[src/rtl/register_bus_master.sv]
// ============================================================================
// register_bus_master : strobe/enable sequencer for the 8-bit storage register
// Rev 1.0
// ============================================================================
`default_nettype none

module register_bus_master #(
  parameter int NUMBITS    = 7,
  parameter int STROBE_CYC = 2,
  parameter int READ_WAIT  = 1,
  parameter int VERIFY     = 0
) (
  input  logic             CLOCK,
  input  logic             RESET,
  input  logic             REQ,
  input  logic             WR,
  input  logic [NUMBITS:0] WDATA,
  input  logic [NUMBITS:0] REG_IN,
  output logic [NUMBITS:0] DATA_OUT,
  output logic             EWR,
  output logic             EDY,
  output logic             BUSY,
  output logic             ACK,
  output logic [NUMBITS:0] RDATA,
  output logic             MISMATCH
);

  localparam int MAX_CNT = (STROBE_CYC > READ_WAIT) ? STROBE_CYC : READ_WAIT;
  localparam int CNT_W   = (MAX_CNT > 1) ? $clog2(MAX_CNT) : 1;
  localparam logic [CNT_W-1:0] STROBE_LOAD = CNT_W'(STROBE_CYC - 1);
  localparam logic [CNT_W-1:0] READ_LOAD   = CNT_W'((READ_WAIT > 0) ? READ_WAIT - 1 : 0);

  typedef enum logic [2:0] {
    IDLE     = 3'd0,
    W_SETUP  = 3'd1,
    W_STROBE = 3'd2,
    W_HOLD   = 3'd3,
    R_ENABLE = 3'd4,
    R_SAMPLE = 3'd5,
    DONE     = 3'd6
  } state_t;

  state_t             state_q, state_d;
  logic [CNT_W-1:0]   cnt_q, cnt_d;
  logic               wr_q, wr_d;
  logic [NUMBITS:0]   data_q, data_d;
  logic [NUMBITS:0]   rdata_q, rdata_d;
  logic               mismatch_q, mismatch_d;
  logic               ewr_q, ewr_d;
  logic               edy_q, edy_d;
  logic               busy_q, busy_d;
  logic               ack_q, ack_d;

  always_comb begin
    state_d    = state_q;
    cnt_d      = cnt_q;
    wr_d       = wr_q;
    data_d     = data_q;
    rdata_d    = rdata_q;
    mismatch_d = mismatch_q;

    case (state_q)
      IDLE: begin
        if (REQ) begin
          wr_d       = WR;
          mismatch_d = 1'b0;
          if (WR) begin
            data_d  = WDATA;
            state_d = W_SETUP;
          end else if (READ_WAIT == 0) begin
            state_d = R_SAMPLE;
          end else begin
            state_d = R_ENABLE;
            cnt_d   = READ_LOAD;
          end
        end
      end
      W_SETUP: begin
        state_d = W_STROBE;
        cnt_d   = STROBE_LOAD;
      end
      W_STROBE: begin
        if (cnt_q == '0) state_d = W_HOLD;
        else             cnt_d   = cnt_q - CNT_W'(1);
      end
      W_HOLD: begin
        if (VERIFY == 0) begin
          state_d = DONE;
        end else if (READ_WAIT == 0) begin
          state_d = R_SAMPLE;
        end else begin
          state_d = R_ENABLE;
          cnt_d   = READ_LOAD;
        end
      end
      R_ENABLE: begin
        if (cnt_q == '0) state_d = R_SAMPLE;
        else             cnt_d   = cnt_q - CNT_W'(1);
      end
      R_SAMPLE: begin
        rdata_d = REG_IN;
        // Only a write reaching this state is a verify readback.
        if (wr_q) mismatch_d = (REG_IN != data_q);
        state_d = DONE;
      end
      DONE:    state_d = IDLE;
      default: state_d = IDLE;
    endcase

    // Outputs are registered copies decoded from the next state.
    ewr_d  = (state_d != W_STROBE);
    edy_d  = !((state_d == R_ENABLE) || (state_d == R_SAMPLE));
    busy_d = (state_d != IDLE);
    ack_d  = (state_d == DONE);
  end

  always_ff @(posedge CLOCK) begin
    if (!RESET) begin
      state_q    <= IDLE;
      cnt_q      <= '0;
      wr_q       <= 1'b0;
      data_q     <= '0;
      rdata_q    <= '0;
      mismatch_q <= 1'b0;
      ewr_q      <= 1'b1;
      edy_q      <= 1'b1;
      busy_q     <= 1'b0;
      ack_q      <= 1'b0;
    end else begin
      state_q    <= state_d;
      cnt_q      <= cnt_d;
      wr_q       <= wr_d;
      data_q     <= data_d;
      rdata_q    <= rdata_d;
      mismatch_q <= mismatch_d;
      ewr_q      <= ewr_d;
      edy_q      <= edy_d;
      busy_q     <= busy_d;
      ack_q      <= ack_d;
    end
  end

  assign DATA_OUT = data_q;
  assign EWR      = ewr_q;
  assign EDY      = edy_q;
  assign BUSY     = busy_q;
  assign ACK      = ack_q;
  assign RDATA    = rdata_q;
  assign MISMATCH = mismatch_q;

endmodule

`default_nettype wire
[config.mk]
export PLATFORM = sky130hd
export DESIGN_NAME = register_bus_master
export DESIGN_NICKNAME = d
export VERILOG_FILES = /design/src/rtl/register_bus_master.sv
export SDC_FILE = /design/constraint.sdc
export NUM_CORES = 1
export LEC_CHECK = 0
export ABC_AREA = 1
export CAP_MARGIN = 25
export CORE_UTILIZATION = 46
export CTS_CLUSTER_SIZE = 25
export DETAILED_ROUTE_END_ITERATION = 8
export GPL_ROUTABILITY_DRIVEN = 0
export PLACE_DENSITY = 0.83
export SLEW_MARGIN = 20
export SYNTH_ARGS = -nofsm -noshare
export SYNTH_HDL_FRONTEND = slang
export SYNTH_SLANG_ARGS = --single-unit
[constraint.sdc]
create_clock -name CLOCK -period 3.54 [get_ports CLOCK]
set_input_delay 0.354 -clock CLOCK [delete_from_list [all_inputs] [get_ports CLOCK]]
set_output_delay 0.354 -clock CLOCK [all_outputs]
set_load 0.02 [all_outputs]
==> qor.txt <==
Max Clock Freq: 589 MHz
CP peak stage delay: 0.63 ns
Initial antenna violation count: 0
Vias in the first global route: 917
Hold path startpoint: RDATA[3]
Top-area cell type share of the netlist area: 47.0%
R2R depth: 7
Clock tree sinks: 26
Worst R2R End: BUSY
Final instance count without filler cells: 216
Cells after synthesis: 147
Setup Skew: 0.00590 ns
Post-layout min period: 1.70 ns
Placed instance count: 212
Post-CTS sizing: 0
Buffer and inverter count on the worst path: 1
Crit path capture: DATA_OUT[2]
Synth Area in Adders: 0%
CTS Hold Bufs: 0
CP Data Arrival Time: 1.34 ns
R2R Setup Slk: 2.19 ns
Max Slew Vio Count: 0
Die area: 2610 um2
Worst slew margin: 68.9%
Mapped cell area: 1110 um2
Maximum vdd drop: 339 uV
Post-synth ARST share: 0%
Comb power frac: 29.2%
Net Sw Frac: 31.5%
Sequential share of the synthesized area: 47.0%
Crit path depth: 1
Synth area leaders: dfxtp_1 (47%), nand2_1 (14%), a21oi_1 (9.0%)
Req. time, crit path: 3.19 ns
Pre-CTS WS: 1.66 ns
WHS: 0.476 ns
Post-synthesis simple-gate area fraction: 24.8%
TritonCTS Buffers: 3
Largest family of logic cells by synthesized area: simple AND/OR/NAND/NOR gates
Top-level port count: 41
Cell taking the most area after synthesis: dfxtp_1
Gr ovfl total: 0
Die Y: 51.1 um
Syn avg cell area: 7.54 um2
Placeable Area: 2230 um2
RSZ-0062 raised after global routing: false
Ant diodes: 0
Later-pin clock latency in the skew report: 0.31 ns
Synth Area in Compound Gates: 16.1%
Starting Density: 49.6%
WL per Instance: 11.6 um
Mux share of post-synthesis cell area: 0%
Crit path max fanout: 3
DPL Wire Length: 1.92 mm
Root Driver: clkbuf_4
Clock slew at reported path FFs: 0.14 ns
Fill cells: 203
LEAKAGE: 0.000659 uW
Pin count of the biggest net entering global routing: 16
Post-synthesis cell type count: 23
First-pass GRT wire length: 3.97 mm
CTS tree: done
Worst-margin pin slew: 0.463 ns
Worst r2r src: state_q[1]
#FFs+latches synth: 26
Remaining DRCs: 0
Clock power share: 21.0%
Max clock buf depth: 2
Die X: 51.1 um
H-tree levels: 1
CP delay by family, top: buffers and inverters
Crit Path Category: flip-flop to output port
Count of final hold-check violations: 0
Worst Hold Class: flip-flop to flip-flop
Post-layout net count: 209
I/O Buffers: 40
Power per cell area: 448 nW/um2
Tcrit/Tclk final: 48.0%
Cell-internal power: 478 uW
Setup tns final: 0 ns
Drt first-iter violations: 27
TritonRoute pass-1 iters: 4
Post-synth top flop: dfxtp_1
Ys Warns: 0
Final setup fails: 0
Post-DR vias/cell: 4.83
Utilization after layout: 69.6%
Fin worst setup slack: 1.84 ns
Psw: 219 uW
GR Util All Layers: 20.7%
Reg power frac: 49.8%
Via count: 1043
Status: finished, final reports clean
Share of post-route cells with drive strength above 1: 6.91%
CP startpoint: DATA_OUT[2]
Total Wirelength: 2.52 mm
Post-CTS setup buffer count: 0
Rows: 17
CP max stage cell: clkdlybuf4s50_1
Max cap viols: 0
CP Launch Type: flip-flop
Area growth, synth to finish: 40.2%
Synth Area in XOR/XNOR: 2.37%
Worst path cell trace: clkdlybuf4s50_1
CP Capture Type: output port
EDFF count, synth: 0
Final ANT Viol Nets: 0
Synthesized Nets: 167
-- worst register-to-register path: cells and delay by family (launching register included) --
family / cells / cell delay, ns
buffers and inverters: 1 / 0.10
DFF: 1 / 0.39
and+or+nand+nor: 5 / 0.64
AOI/OAI and AO/OA: 1 / 0.17
-- layout by cell type, fill, tap and decap left out --
cell             count
nand2_1             40
clkdlybuf4s50_1     40
dfxtp_1             26
a21oi_1             20
inv_1               18
o21ai_0             10
nor2_1               9
nand3_1              4
xnor2_1              3
clkbuf_4             3
nand3_2              2
nor2_4               1
nand3_4              1
inv_4                1
nand2_4              1
o21ai_2              1
clkinv_1             1
inv_2                1
o211ai_1             1
o31ai_1              1
o21ai_1              1
nand2_2              1
nor3_1               1
clkbuf_8             1
-- sequential cells by signal (all words and copies together) (netlist names) --
signal	flops
cnt_q	1
wr_q	1
state_q	3
BUSY	1
EDY	1
ACK	1
MISMATCH	1
DATA_OUT	8
EWR	1
RDATA	8
-- routing by layer --
| metal | global-route usage, % | routed length, um | vias to the layer above |
|---|---|---|---|
| met5 | 0 | 0 | - |
| met4 | 9.26 | 26 | 0 |
| met3 | 3.87 | 127 | 2 |
| met2 | 36.2 | 1280 | 28 |
| met1 | 24.4 | 1090 | 464 |
| li1 | - | - | 549 |
-- kinds of logic after synthesis --
| logic type | count (synthesis) |
|---|---|
| compound gates | 34 |
| buf+inv | 24 |
| simple gates | 60 |
| xor+xnor | 3 |
| flops | 26 |
-- worst min path at each step --
| stage | endpoint | depth (start not counted) |
|---|---|---|
| after floorplan | wr_q | 2 |
| after CTS | RDATA[3] | 2 |
| after global routing | RDATA[3] | 2 |
| after detailed placement | RDATA[7] | 2 |
| after global placement | wr_q | 2 |
| final | RDATA[3] | 2 |
-- final cells by class --
class | count | area, um2 | area share, %
sequential | 26 | 520 | 33.5
multi-input combinational | 97 | 480 | 30.9
timing repair buffer | 40 | 400 | 25.8
inverter | 21 | 81.3 | 5.23
clock buffer | 4 | 36.3 | 2.33
tap | 28 | 35.0 | 2.25
-- Yosys cell counts (2+ instances only) --
master and n:
nand2_1 40, dfxtp_1 26, a21oi_1 20, inv_1 18, o21ai_0 10, nor2_1 9, nand3_1 4, xnor2_1 3
buf_6 2, nand3_2 2
-- metrics by stage --
stage / total power (uW) / instance area [um2]
finish: 697 / 1550
global placement: 549 / 1520
global route: 737 / 1550
floorplan: 472 / 1110
CTS: 699 / 1550
detailed placement: 556 / 1520
-- power by group through the flow --
| stage | logic, uW | clock network [uW] | registers (uW) |
|---|---|---|---|
| finish | 204 | 146 | 347 |
| global placement | 199 | 0 | 350 |
| floorplan | 96.1 | 0 | 376 |
| global route | 224 | 162 | 350 |
| detailed placement | 204 | 0 | 352 |
| CTS | 205 | 148 | 346 |
(Power assumes the default switching activity.)
